`src/rtl/input_conditioner.sv`:
```
// Pad front end for the Connect4 core: 2-flop sync, per-bit debounce, rise pulses
// and one-hot column encoding of the seven column buttons.
module input_conditioner #(
    parameter int DEBOUNCE_CYCLES = 16,
    parameter int CNT_W           = $clog2(DEBOUNCE_CYCLES + 1)
) (
    input  logic        clock,
    input  logic        reset,
    input  logic [11:0] raw_in,
    output logic [11:0] level,
    output logic [11:0] rise,
    output logic [2:0]  move_col,
    output logic        move_valid,
    output logic        move_conflict
);

    localparam logic [CNT_W-1:0] CNT_LAST = CNT_W'(DEBOUNCE_CYCLES - 1);

    logic [11:0]      sync1;
    logic [11:0]      sync2;
    logic [CNT_W-1:0] cnt [12];
    logic [11:0]      term;
    logic [11:0]      level_nxt;
    logic [2:0]       col_ones;
    logic [2:0]       col_idx;
    logic             col_press;

    always_comb begin
        term = '0;
        for (int i = 0; i < 12; i++) begin
            term[i] = (sync2[i] != level[i]) && (cnt[i] == CNT_LAST);
        end
        level_nxt = level ^ term;
    end

    // Encoder looks at next-state levels so it lines up with the rise pulse.
    always_comb begin
        col_ones = '0;
        col_idx  = '0;
        for (int i = 0; i < 7; i++) begin
            col_ones = col_ones + 3'(level_nxt[i]);
            if (level_nxt[i]) col_idx = 3'(i);
        end
        col_press = |(level_nxt[6:0] & ~level[6:0]);
    end

    always_ff @(posedge clock or negedge reset) begin
        if (!reset) begin
            sync1         <= '0;
            sync2         <= '0;
            for (int i = 0; i < 12; i++) cnt[i] <= '0;
            level         <= '0;
            rise          <= '0;
            move_col      <= 3'd7;
            move_valid    <= 1'b0;
            move_conflict <= 1'b0;
        end else begin
            sync1 <= raw_in;
            sync2 <= sync1;
            for (int i = 0; i < 12; i++) begin
                if (sync2[i] == level[i] || term[i]) cnt[i] <= '0;
                else                                 cnt[i] <= cnt[i] + 1'b1;
            end
            level         <= level_nxt;
            rise          <= level_nxt & ~level;
            move_valid    <= 1'b0;
            move_conflict <= 1'b0;
            if (col_press) begin
                if (col_ones == 3'd1) begin
                    move_col   <= col_idx;
                    move_valid <= 1'b1;
                end else if (col_ones > 3'd1) begin
                    move_conflict <= 1'b1;
                end
            end
        end
    end

endmodule

```
`config.mk`:
```
export PLATFORM = sky130hd
export DESIGN_NAME = input_conditioner
export DESIGN_NICKNAME = d
export VERILOG_FILES = /design/src/rtl/input_conditioner.sv
export SDC_FILE = /design/constraint.sdc
export NUM_CORES = 1
export LEC_CHECK = 0
export ABC_AREA = 1
export CORE_MARGIN = 5
export CORE_UTILIZATION = 35
export DETAILED_ROUTE_END_ITERATION = 7
export GPL_ROUTABILITY_DRIVEN = 1
export GPL_TIMING_DRIVEN = 0
export PLACE_DENSITY = 0.55
export SLEW_MARGIN = 20
export SYNTH_ARGS = -nofsm -noshare
export SYNTH_HDL_FRONTEND = slang
export SYNTH_SLANG_ARGS = --single-unit
```
`constraint.sdc`:
```
create_clock -name clock -period 9.2 [get_ports clock]
set_clock_uncertainty 0.2 [all_clocks]
set_input_delay 1.38 -clock clock [delete_from_list [all_inputs] [get_ports clock]]
set_output_delay 1.38 -clock clock [all_outputs]
set_load 0.02 [all_outputs]
```
==> flow_results.org, run 1 <==
** Floorplan
- Die footprint :: 15400 um2
- Area of the core :: approximately 13000 um2
- From left edge to right edge, the die measures between 100 and 150 um.
- Overall die height :: roughly 120 um
- 43 I/O pins were placed.
- Effective utilization at floorplan :: 35.9%
- Core Rows :: 41

** Drt
- Detailed-route via count :: between 2000 and 3000
- Sum of routed wire segments on met1 :: 3.26 mm
- Length of the first detailed-routing pass in iterations :: 5
- Max layer used :: met4
- Using the TritonRoute via totals, the vias-per-cell ratio works out to roughly 4.2.
- Wire segments on met3 add up to about 360 um in the final route.
- Summed over all layers, the routed wires come to 6.89 mm.
- Antenna Violating Nets Remaining :: 0
- After detailed routing, the met2 layer carries 3.11 mm of wire.
- In the final routed layout, each cell accounts on average for ~10 um.
- In the routed design, unresolved DRC markers number 0.
- Violation count after the first detailed-routing iteration :: approximately 130

** Critical path
- Together, buffers and inverters on the worst path number 3.
- At the worst endpoint, the arrival time is between 4 and 5 ns.
- Kind of end point of the critical path :: flop
- Kind of cell adding the most delay to the critical path :: adder cells
- The worst register-to-register path begins at cnt[40].
- Largest fanout of any net on the critical path :: 4
- At the worst endpoint, the required time is 9.34 ns.
- Worst path depth :: 15
- Number of cells on the worst reg-to-reg path :: 15
- The cell that appears most often on the critical path is sky130_fd_sc_hd__fa_1.
- Launching element of the worst setup path :: cnt[40]
- CP Cell Sequence :: ha_1 -> nand2_1 -> nor2_1 -> ha_1 -> o21ai_1 -> inv_1 -> fa_1 -> inv_1 -> fa_1 -> inv_1 -> fa_1 -> fa_1 -> nor3b_2 -> nand3_1 -> o21ai_2
- Kind of critical path :: flop to flop
- For this run, the slowest stage of the critical path takes 0.51 ns.
- Slowest cell on the critical path :: sky130_fd_sc_hd__fa_1
- STA classifies the critical path startpoint as a flop.

** Hold path
- Number of instances on the worst hold path :: 0
- The tightest min-delay check is of the flop to flop type.
- Hold path startpoint :: sync1[6]

** Cells and area
- Counting the fill cells in the layout gives around 1200.
- The repair_antennas step left the layout with diodes totalling 0.
- The multi-input combinational cells in the finished layout cover a total of 1440 um2.
- NumNets Final :: 526
- In the final layout, flip-flops and latches occupy 2830 um2.
- At the end of the flow the core is filled with cells to 45.6%.
- Number of standard cells in the layout, taps in and fillers out :: 669
- Proportion of layout cells with a drive suffix above 1 :: between 10 and 15%
- Area overhead of the layout relative to synthesis :: 27.1%

** CTS
- Clock-pin slew was measured on the worst setup and hold paths at 0.05 ns.
- Hold bufs inserted after CTS :: 0
- Number of cells upsized or downsized after cts :: 0
- Count of buffers added by post-CTS timing repair for setup :: 0
- TritonCTS built the clock tree.
- Latest clock arrival within the worst-skew pair :: 0.40 ns
- The clock drives 113 sinks.
- Buffer depth of the longest clock path :: 2
- Maximum level of the CTS H-tree :: 4
- Number of buffers inserted during clock tree synthesis :: 17
- The cell sitting at the root of the clock tree is a sky130_fd_sc_hd__clkbuf_16.

** Global routing
- The via count of the first global-routing pass came to 2787.
- For this run, the total global-route usage over all layers was measured as a little over a tenth.
- The number of antenna violations at the first check in global routing was 0.
- Maximum number of pins on one net before global-route repair :: 77
- Wire length of the first global-routing pass :: approximately 12 mm
- For this run the aggregate overflow at the end of global routing stands at 0.

** Synthesis
- A synthesized cell averages about 11 um2.
- Yosys warning count :: 0
- Seq cells post-synth :: roughly 110
- For this run, the register share of the synthesized area comes to about 62%.
- Largest area contributor in the synthesized netlist :: sky130_fd_sc_hd__dfrtp_1
- Post-synthesis instance area :: 4540 um2
- Synth Net Count :: 464
- Most instantiated flip-flop cell in the synthesis netlist :: sky130_fd_sc_hd__dfrtp_1
- Leading cell type by number of instances after synthesis :: sky130_fd_sc_hd__dfrtp_1
- In the synthesized netlist, the cells that appear most often are sky130_fd_sc_hd__dfrtp_1 (110), sky130_fd_sc_hd__nor2_1 (75), sky130_fd_sc_hd__inv_1 (66).
- Synth top area cells :: sky130_fd_sc_hd__dfrtp_1 (61%), sky130_fd_sc_hd__ha_1 (6.6%), sky130_fd_sc_hd__nor2_1 (6.2%)
- In this run, distinct cell masters in the synthesized netlist total 24.
- Fraction of post-synthesis cell area in the top cell type by area :: 60.6%
- Cell count after synthesis :: 422
- Count of flip-flops with a built-in enable after synthesis :: 0
- Share of flip-flops with an asynchronous set or reset :: 100%

** Placed design
- Placed Instances :: 637
- Last weighted congestion value of the routability-driven placer :: between 0.6 and 0.7
- After legalization and detailed placement, the total HPWL measured approximately 4.9 mm.
- Port buffer count :: 42

** STA
- Period utilisation layout :: 43.7%
- The final number of max-transition violations was 0.
- Summed over all failing endpoints, the final setup total negative slack is 0 ns.
- In this run the tightest slew margin relative to its limit is 62.3%.
- Unrepaired setup endpoints after global routing :: false
- The tightest hold path in the finished design has a slack of 0.142 ns.
- Endpoints failing setup :: 0
- At the pin with the least slew margin, the transition time is 0.559 ns.
- Timing would allow up to 0.248 GHz.
- The final hold violation count came to 0.
- Subtracting the final worst setup slack from the clock period gives roughly 4 ns.

** Pwr
- IR analysis of the VDD net gives a maximum drop of 119 uV.
- Dividing total power by cell area gives a power density of 203 nW/um2.
- Final Total Pwr :: 0.00117 W
- In this run the static leakage power is 2.73 nW.

** Run
- Across the run, the number of max-cap violations was 0.

** Status
- Outcome :: finished clean
-- placed cells by master (no fill, tap or decap), types with 2 or more instances in the layout --
cell / count
sky130_fd_sc_hd__dfrtp_1: 110
sky130_fd_sc_hd__nand3_2: 6
sky130_fd_sc_hd__clkbuf_1: 3
sky130_fd_sc_hd__o21ai_2: 4
sky130_fd_sc_hd__xor2_1: 12
sky130_fd_sc_hd__nor2_2: 2
sky130_fd_sc_hd__nor3b_1: 12
sky130_fd_sc_hd__clkinv_2: 4
sky130_fd_sc_hd__nor3_1: 6
sky130_fd_sc_hd__inv_1: 66
sky130_fd_sc_hd__o21ai_0: 8
sky130_fd_sc_hd__nand3_1: 14
sky130_fd_sc_hd__fa_1: 4
sky130_fd_sc_hd__nand2_1: 38
sky130_fd_sc_hd__nand2_4: 2
sky130_fd_sc_hd__a21oi_1: 12
sky130_fd_sc_hd__ha_1: 24
sky130_fd_sc_hd__dfstp_2: 3
sky130_fd_sc_hd__clkbuf_16: 17
sky130_fd_sc_hd__clkdlybuf4s50_1: 41
sky130_fd_sc_hd__nand2_2: 3
sky130_fd_sc_hd__clkbuf_8: 8
sky130_fd_sc_hd__inv_2: 6
sky130_fd_sc_hd__nor2_1: 75
sky130_fd_sc_hd__o21ai_1: 11
-- worst paths after layout --
kind	endpoint	slack [ns]
worst max-delay path	move_col[0]	5.18
worst min-delay path	sync2[6]	0.14
worst max register to register	move_col[0]	5.18
worst min register to register	sync2[6]	0.14
max in group asynchronous	move_col[0]	7.41
min in group asynchronous	level[7]	0.67
-- final cells by class --
type / instances / share of cell area, %
Sequential cell: 113 / 49.0
Clock inverter: 4 / 0.347
Inverter: 72 / 4.68
Multi-Input combinational cell: 237 / 25.0
Clock buffer: 28 / 9.47
Timing Repair Buffer: 43 / 7.78
Tap cell: 172 / 3.73
-- metrics by stage --
stage               setup slack [ns]  cell area, um2
floorplan                       5.38            4540
finish                          5.18            5770
CTS                             5.14            5770
global placement                2.23            5180
global route                    4.90            5770
detailed placement              5.13            5210
-- where the power goes --
group	leakage, nW	internal, W	switching, W
Clock	0.286	0.000399	0.000204
Sequential	1.48	0.000516	0.0000116
Combinational	0.961	0.0000175	0.0000251
-- worst register-to-register path, delay by kind of cell, from the launching register on --
kind,cells,cell delay [ns]
flip-flops,1,0.39
AND/OR/NAND/NOR,4,0.55
AO/OA/AOI/OAI,2,0.36
buffers and inverters,3,0.21
adder cells (fa/ha/maj),6,2.26
-- kinds of logic after synthesis --
| group | share of synthesized area (%) |
|---|---|
| AND/OR/NAND/NOR | 16.7 |
| AO/OA/AOI/OAI | 4.35 |
| flip-flops | 62.3 |
| adder cells (fa/ha/maj) | 8.37 |
| XOR/XNOR | 2.31 |
| buffers and inverters | 5.95 |
-- flip-flops by register name, indices dropped and copies added (netlist names) --
signal         flops
rise              12
sync1             12
cnt               60
sync2             12
move_conflict      1
move_valid         1
level             12
move_col           3
-- per-layer routing --
layer  global-route usage (%)  vias to the layer above
met5                        0                        -
met4                     5.34                        0
met3                     4.90                       13
met2                     15.7                       39
met1                     13.1                     1312
li1                         -                     1449
No activity file was read; power rests on OpenSTA's default activity.
==> run 2, diff against run 1 <==
==> constraint.sdc (replaced) <==
create_clock -name clock -period 4.1 [get_ports clock]
set_clock_uncertainty 0.2 [all_clocks]
set_input_delay 0.615 -clock clock [delete_from_list [all_inputs] [get_ports clock]]
set_output_delay 0.615 -clock clock [all_outputs]
set_load 0.02 [all_outputs]
==> flow_results.org, run 2 (synthesized netlist as in run 1, its figures left out) <==
** Drt
- Vias per Instance :: approximately 4.2
- For this run, design rule violations remaining after detail routing come to 0.
- The first detailed-routing pass ran for 4 iterations.
- For this block, the initial DRC count from the detailed router was ~130.
- The detail route stage leaves a number of antenna-violating nets equal to 0.
- The routed layout has 2823 vias.
- Dividing the detail-routed wire length by the instance count gives about 10 um.
- After detailed routing, the total wire length is 6.91 mm.

** Global routing
- The number of antenna violations at the first check in global routing is 0.
- Global routing consumed, over all layers together, 10.7% of the routing resources.
- Sum of overflow across all layers after global routing :: 0
- The via count of the first global-routing pass was 2797.
- The first global-routing pass estimated between 10 and 15 mm of wire.
- Entering global routing, the biggest net connects between 70 and 80 pins.

** Critical path
- Kind of end point of the critical path :: flop
- Data on the critical path is required at its endpoint by 4.24 ns.
- Counting cells, the worst reg-to-reg path comes to 16.
- Largest fanout of any net on the critical path :: 4
- Arrival time at the worst endpoint :: roughly 4.0 ns
- Source of the worst register-to-register timing path :: cnt[40]
- Kind of critical path :: flop to flop
- The worst setup path is launched from a flop.
- Endpoint of the lowest-slack register-to-register path :: move_col[0]
- Worst-case register-to-register setup slack :: 0.24 ns

** STA
- Normalized max-slew margin :: slightly above 60%
- Final hold viol count :: 0
- Peak Freq :: 0.259 GHz
- Setup violations remaining at the end of the flow were counted as 0.
- The final critical path takes up 94.1% of the cycle.
- Worst-margin pin slew :: 0.559 ns
- Setup repair after global routing left no endpoint under its margin.
- Final Max Tran Viols :: 0
- For the finished layout, the period the worst path requires is 3.86 ns.

** CTS
- Maximum level of the CTS H-tree :: 4
- Clock sink count :: 113
- Latest clock arrival within the worst-skew pair :: just over 0.4 ns
- Register clock-pin slew on the reported worst setup and hold paths :: 0.05 ns
- Number of buffers inserted during clock tree synthesis :: 17
- In this run the clock root is driven by a sky130_fd_sc_hd__clkbuf_16.
- The clock passes through at most 2 buffers.
- Clock tree from TritonCTS :: built

** Pwr
- After layout, the design draws a total of 0.00263 W.
- The clock network burns approximately 51% of the power.
- Net switching power figure :: 0.000540 W
- Worst IR Drop VDD :: 265 uV
- Net switching is 20.5% of the power.
- For this design the static power due to leakage is 2.73 nW.
- Per report_power, the sequential group accounts for between 40 and 50% of the total.
- Cell internal power was estimated by the tool at 0.00209 W.
- Dividing total power by cell area gives a power density of 453 nW/um2.
- Portion of total power attributed to combinational logic :: 3.7%

** Hold path
- Worst hold path class :: flop to flop
- Hold path startpoint :: sync1[6]
- For hold timing, the worst endpoint is sync2[6].
- Number of instances on the worst hold path :: 0

** Floorplan
- Die footprint :: 15400 um2
- Effective utilization at floorplan :: 35.9%
- In this run the core area contains 41 standard-cell rows.
- In this run the horizontal extent of the chip is 124 um.
- Pin placement for this block handled 43 I/O pins.
- Area of the core :: 12700 um2
- The floorplan step set the die height to about 120 um.

** Run
- The tool flagged a number of max-cap violations equal to 0.

** Cells and area
- Commonest cells after routing, fill and taps aside :: sky130_fd_sc_hd__dfrtp_1 (110), sky130_fd_sc_hd__nor2_1 (75), sky130_fd_sc_hd__inv_1 (65)
- From synthesis to final layout, the design area changed by 27.9%.
- Filler cell count :: 1185
- The register with the most flip-flops in the layout has 60 of them.
- Most flops, register :: cnt
- Leading cell type in the layout, fill and taps excluded :: sky130_fd_sc_hd__dfrtp_1
- Antenna diode instance count :: 0
- In the final layout, the share of cells above drive strength 1 is 13.6%.
- End-of-flow core utilization :: 45.8%
- NumNets Final :: 528

** Placed design
- Last weighted congestion value of the routability-driven placer :: between 0.6 and 0.7
- Port buffer count :: 42
- The HPWL after detailed placement is 4.88 mm.

** Status
- The run finished with clean final reports.
## run 2: cell types whose count changed in the layout (fill, tap and decap cells not counted)
cell and delta:
sky130_fd_sc_hd__nand2_1 -1, sky130_fd_sc_hd__nand2_2 +1, sky130_fd_sc_hd__o21ai_1 -2, sky130_fd_sc_hd__o21ai_2 +2
sky130_fd_sc_hd__inv_2 +1, sky130_fd_sc_hd__buf_4 +1, sky130_fd_sc_hd__fa_2 +1, sky130_fd_sc_hd__inv_1 -1
sky130_fd_sc_hd__ha_1 -2, sky130_fd_sc_hd__ha_2 +2, sky130_fd_sc_hd__dlygate4sd3_1 +1, sky130_fd_sc_hd__fa_1 -1
## run 2: worst max-delay path by stage
stage	to	slack, ns	startpoint	cells after the start
global route	move_col[0]	0.006	cnt[40]	17
floorplan	move_col[0]	0.28	cnt[40]	15
CTS	move_col[0]	0.04	cnt[40]	15
finish	move_col[0]	0.24	cnt[40]	16
detailed placement	move_col[0]	0.03	cnt[40]	15
global placement	cnt[25]	-2.11	reset	1
## run 2: per-stage QoR
step           setup WS, ns  cell area (um2)  instances  setup TNS, ns  hold slack [ns]
2_1_floorplan         0.280             4540        422              0            0.119
3_3_place_gp          -2.11             5180        636        -233.05            0.132
3_5_place_dp         0.0269             5210        637              0            0.135
4_1_cts              0.0408             5780        670              0            0.146
5_1_grt             0.00637             5810        671              0            0.159
6_report              0.240             5810        671              0            0.141
## run 2: area by class of cell
cell class / count / area [um2] / area share, %
Timing Repair Buffer: 45 / 467 / 8.03
Clock buffer: 28 / 547 / 9.41
Tap cell: 172 / 215 / 3.70
Sequential cell: 113 / 2830 / 48.7
Multi-Input combinational cell: 237 / 1460 / 25.1
Inverter: 72 / 270 / 4.65
Clock inverter: 4 / 20.0 / 0.345
## run 2: power groups by stage
stage               logic [W]  registers (W)  clock network, W
floorplan           0.0000502        0.00120                 0
global placement    0.0000913        0.00120                 0
detailed placement  0.0000996        0.00120                 0
CTS                  0.000101        0.00118           0.00140
global route         0.000119        0.00119           0.00145
finish              0.0000968        0.00118           0.00135
## run 2: routing by layer
metal / track usage (%) / up-vias / routed length, um
met5: 0 / - / 0
met4: 5.34 / 0 / 156
met3: 4.90 / 13 / 355
met2: 15.7 / 38 / 3150
met1: 13.1 / 1320 / 3240
li1: - / 1452 / -
## run 2: worst max-delay path, stage by stage, from the launching register on
cell                      delay [ns]
sky130_fd_sc_hd__dfrtp_1        0.37
sky130_fd_sc_hd__ha_2           0.18
sky130_fd_sc_hd__nand2_1        0.06
sky130_fd_sc_hd__nor2_1         0.11
sky130_fd_sc_hd__ha_2           0.22
sky130_fd_sc_hd__nand2_1        0.07
sky130_fd_sc_hd__o21ai_2        0.09
sky130_fd_sc_hd__inv_2          0.06
sky130_fd_sc_hd__fa_1           0.50
sky130_fd_sc_hd__inv_1          0.05
sky130_fd_sc_hd__fa_1           0.48
sky130_fd_sc_hd__inv_1          0.05
sky130_fd_sc_hd__fa_2           0.34
sky130_fd_sc_hd__fa_1           0.49
sky130_fd_sc_hd__nor3b_2        0.27
sky130_fd_sc_hd__nand3_1        0.13
sky130_fd_sc_hd__o21ai_2        0.12
## run 2: repair_timing
action	4_1_cts	5_1_grt
setup endpoints to repair	0	4
hold buffers	1	0
resized for setup	0	7
setup buffers	0	1
endpoints found under the hold margin	37	0
==> run 3, diff against run 2 <==
==> constraint.sdc (replaced) <==
create_clock -name clock -period 4.31 [get_ports clock]
set_clock_uncertainty 0.2 [all_clocks]
set_input_delay 0.6465 -clock clock [delete_from_list [all_inputs] [get_ports clock]]
set_output_delay 0.6465 -clock clock [all_outputs]
set_load 0.02 [all_outputs]
==> flow_results.org, run 3 (synthesized netlist as in run 1, its figures left out) <==
** Global routing
- Initial antenna violation count :: 0
- Maximum number of pins on one net before global-route repair :: 77
- The first global-routing pass estimated 12.4 mm of wire.
- The total overflow left after global routing is 0.
- The via count of the first global-routing pass came to 2797.
- Global routing used 10.7% of the available tracks across all layers.

** Drt
- In the final routed layout, each cell accounts on average for 10.3 um.
- Violation count after the first detailed-routing iteration :: around 130
- Post-route DRC violation count :: 0
- Routed Wire Length :: 6.90 mm
- For this block, the via count after detailed routing is about 2800.
- Length of the first detailed-routing pass in iterations :: 4
- The count of nets left with antenna violations once routing finished came out at 0.
- Vias per Instance :: 4.21

** CTS
- CTS built an H-tree with a depth of 4.
- Clock-pin slew was measured on the worst setup and hold paths at 0.05 ns.
- After clock tree synthesis, the repair step resized 0 gates.
- Clock tree synthesis found a total of 113 sinks.
- Buffer depth of the longest clock path :: 2
- Post-CTS timing repair inserted 0 buffers for setup.
- TritonCTS built the clock tree.
- The tree is rooted in a sky130_fd_sc_hd__clkbuf_16.
- Number of buffers inserted during clock tree synthesis :: 17
- Latest clock arrival within the worst-skew pair :: 0.41 ns

** Critical path
- Data arrives at the worst endpoint at between 4 and 5 ns.
- Endpoint required time on the critical path :: between 4 and 5 ns
- Worst-case register-to-register setup slack :: approximately 0.29 ns
- Startpoint kind of the worst setup timing path :: flop
- Source of the worst register-to-register timing path :: cnt[40]
- Launching element of the worst setup path :: cnt[40]
- The critical path is of the flop to flop type.
- In this run the worst path has a maximum fanout of 4.
- STA classifies the critical path endpoint as a flop.

** Pwr
- In this run the power spent charging and discharging nets is about 0.00051 W.
- VDD sags by at most 253 uV.
- Share of total power in sequential cells :: 45.0%
- For this design the static power due to leakage is between 2 and 3 nW.
- Internal Pwr Total :: approximately 0.002 W
- Switching fraction of total power :: 20.5%
- Portion of total power attributed to combinational logic :: under 10%
- For this design the ratio of total power to cell area is 433 nW/um2.
- Power comes to 0.00251 W.
- The clock network is responsible for between 50% and 60% of the overall power.

** STA
- The final number of max-transition violations came to 0.
- Derived from the worst setup path, the maximum achievable clock frequency is 0.248 GHz.
- Worst-margin pin slew :: approximately 0.56 ns
- Setup repair after global routing left no endpoint under its margin.
- The final hold violation count is 0.
- Period utilisation layout :: 93.4%
- Endpoints failing setup :: 0
- Worst slack on hold paths :: 0.141 ns
- The clock period could shrink to 4.02 ns.
- In this run the tightest slew margin relative to its limit is approximately 62%.

** Cells and area
- In the final layout, the share of cells above drive strength 1 is 12.0%.
- Area overhead of the layout relative to synthesis :: 27.3%
- The register with the most flip-flops in the final layout is cnt.
- Number of standard cells in the layout, taps in and fillers out :: 670
- NumNets Final :: around 530
- The number of antenna diodes in the final layout is 0.
- Number of flip-flops under the largest register name :: 60
- End-of-flow core utilization :: approximately 46%
- Leading cell type in the layout, fill and taps excluded :: sky130_fd_sc_hd__dfrtp_1
- Leaving out fill and tap cells, the most frequent cells in the layout are sky130_fd_sc_hd__dfrtp_1 (110), sky130_fd_sc_hd__nor2_1 (75), sky130_fd_sc_hd__inv_1 (66).

** Placed design
- Placed Instances :: 637
- Routability-driven placement finished with a final weighted congestion of a little under 0.7.
- Detailed placement finished with a half-perimeter wire length of 4.88 mm.
- Port buffer count :: 42

** Floorplan
- The die covers 15400 um2.
- The die is around 120 um wide.
- Overall die height :: between 100 and 150 um
- Area of the core :: roughly 13000 um2
- The floorplan has 41 rows.
- For this design the top-level I/O count stands at 43.
- The initial utilization of the core area, before any placement, comes to 35.9%.

** Hold path
- Hold path startpoint :: sync1[6]
- The min-delay analysis places its worst path in the category flop to flop.

** Run
- Max-cap violations in this run came to 0.

** Status
- Outcome :: finished clean
## run 3: cell count changes in the layout (fill, tap and decap cells not counted), sizes merged
cell,before,now
buf,3,2
## run 3: cell type report
class	instances	area [um2]
multi-input cells	237	1440
well taps	172	215
clock inverters	4	20.0
fillers	1186	6890
repair buffers	44	459
inverters	72	270
clock buffers	28	547
flip-flops and latches	113	2830
## run 3: final timing paths
path,end,cells past startpoint
max,move_col[0],15
min,sync2[6],0
max reg2reg,move_col[0],15
min reg2reg,sync2[6],0
max in group asynchronous,move_col[0],3
min in group asynchronous,level[7],2
## run 3: what timing repair did
item,CTS,global route
hold buffers,1,0
hold endpoints to repair,37,0
setup endpoints to repair,0,0
## run 3: through the flow
| step | cell area, um2 | TNS [ns] | worst slack (ns) |
|---|---|---|---|
| after global placement | 5180 | -212.88 | -1.93 |
| after detailed placement | 5210 | 0 | 0.237 |
| final | 5780 | 0 | 0.286 |
| after floorplan | 4540 | 0 | 0.490 |
| after global routing | 5780 | 0 | 0.0149 |
| after CTS | 5780 | 0 | 0.251 |
## run 3: metal layers
layer / vias to the layer above / track usage, % / routed length [um] / share of wire [%]
met5: - / 0 / 0 / 0
li1: 1451 / - / - / -
met2: 39 / 15.7 / 3120 / 45
met4: 0 / 5.34 / 156 / 2.3
met1: 1317 / 13.1 / 3260 / 47
met3: 13 / 4.90 / 359 / 5.2
## run 3: power by group through the flow
stage / logic, W / registers (W) / clock network (W)
5_1_grt: 0.000113 / 0.00113 / 0.00138
4_1_cts: 0.0000962 / 0.00113 / 0.00133
3_5_place_dp: 0.0000948 / 0.00114 / 0
6_report: 0.0000918 / 0.00113 / 0.00129
2_1_floorplan: 0.0000477 / 0.00114 / 0
3_3_place_gp: 0.0000869 / 0.00114 / 0
## run 3: worst max-delay path: stages, from the launching register on
cell and delay, ns:
sky130_fd_sc_hd__dfrtp_1 0.39, sky130_fd_sc_hd__ha_1 0.21, sky130_fd_sc_hd__nand2_1 0.08, sky130_fd_sc_hd__nor2_1 0.04, sky130_fd_sc_hd__ha_1 0.22, sky130_fd_sc_hd__o21ai_1 0.23
sky130_fd_sc_hd__inv_1 0.11, sky130_fd_sc_hd__fa_1 0.51, sky130_fd_sc_hd__inv_1 0.05, sky130_fd_sc_hd__fa_1 0.48, sky130_fd_sc_hd__inv_1 0.05, sky130_fd_sc_hd__fa_1 0.37
sky130_fd_sc_hd__fa_1 0.47, sky130_fd_sc_hd__nor3b_2 0.30, sky130_fd_sc_hd__nand3_1 0.13, sky130_fd_sc_hd__o21ai_2 0.13
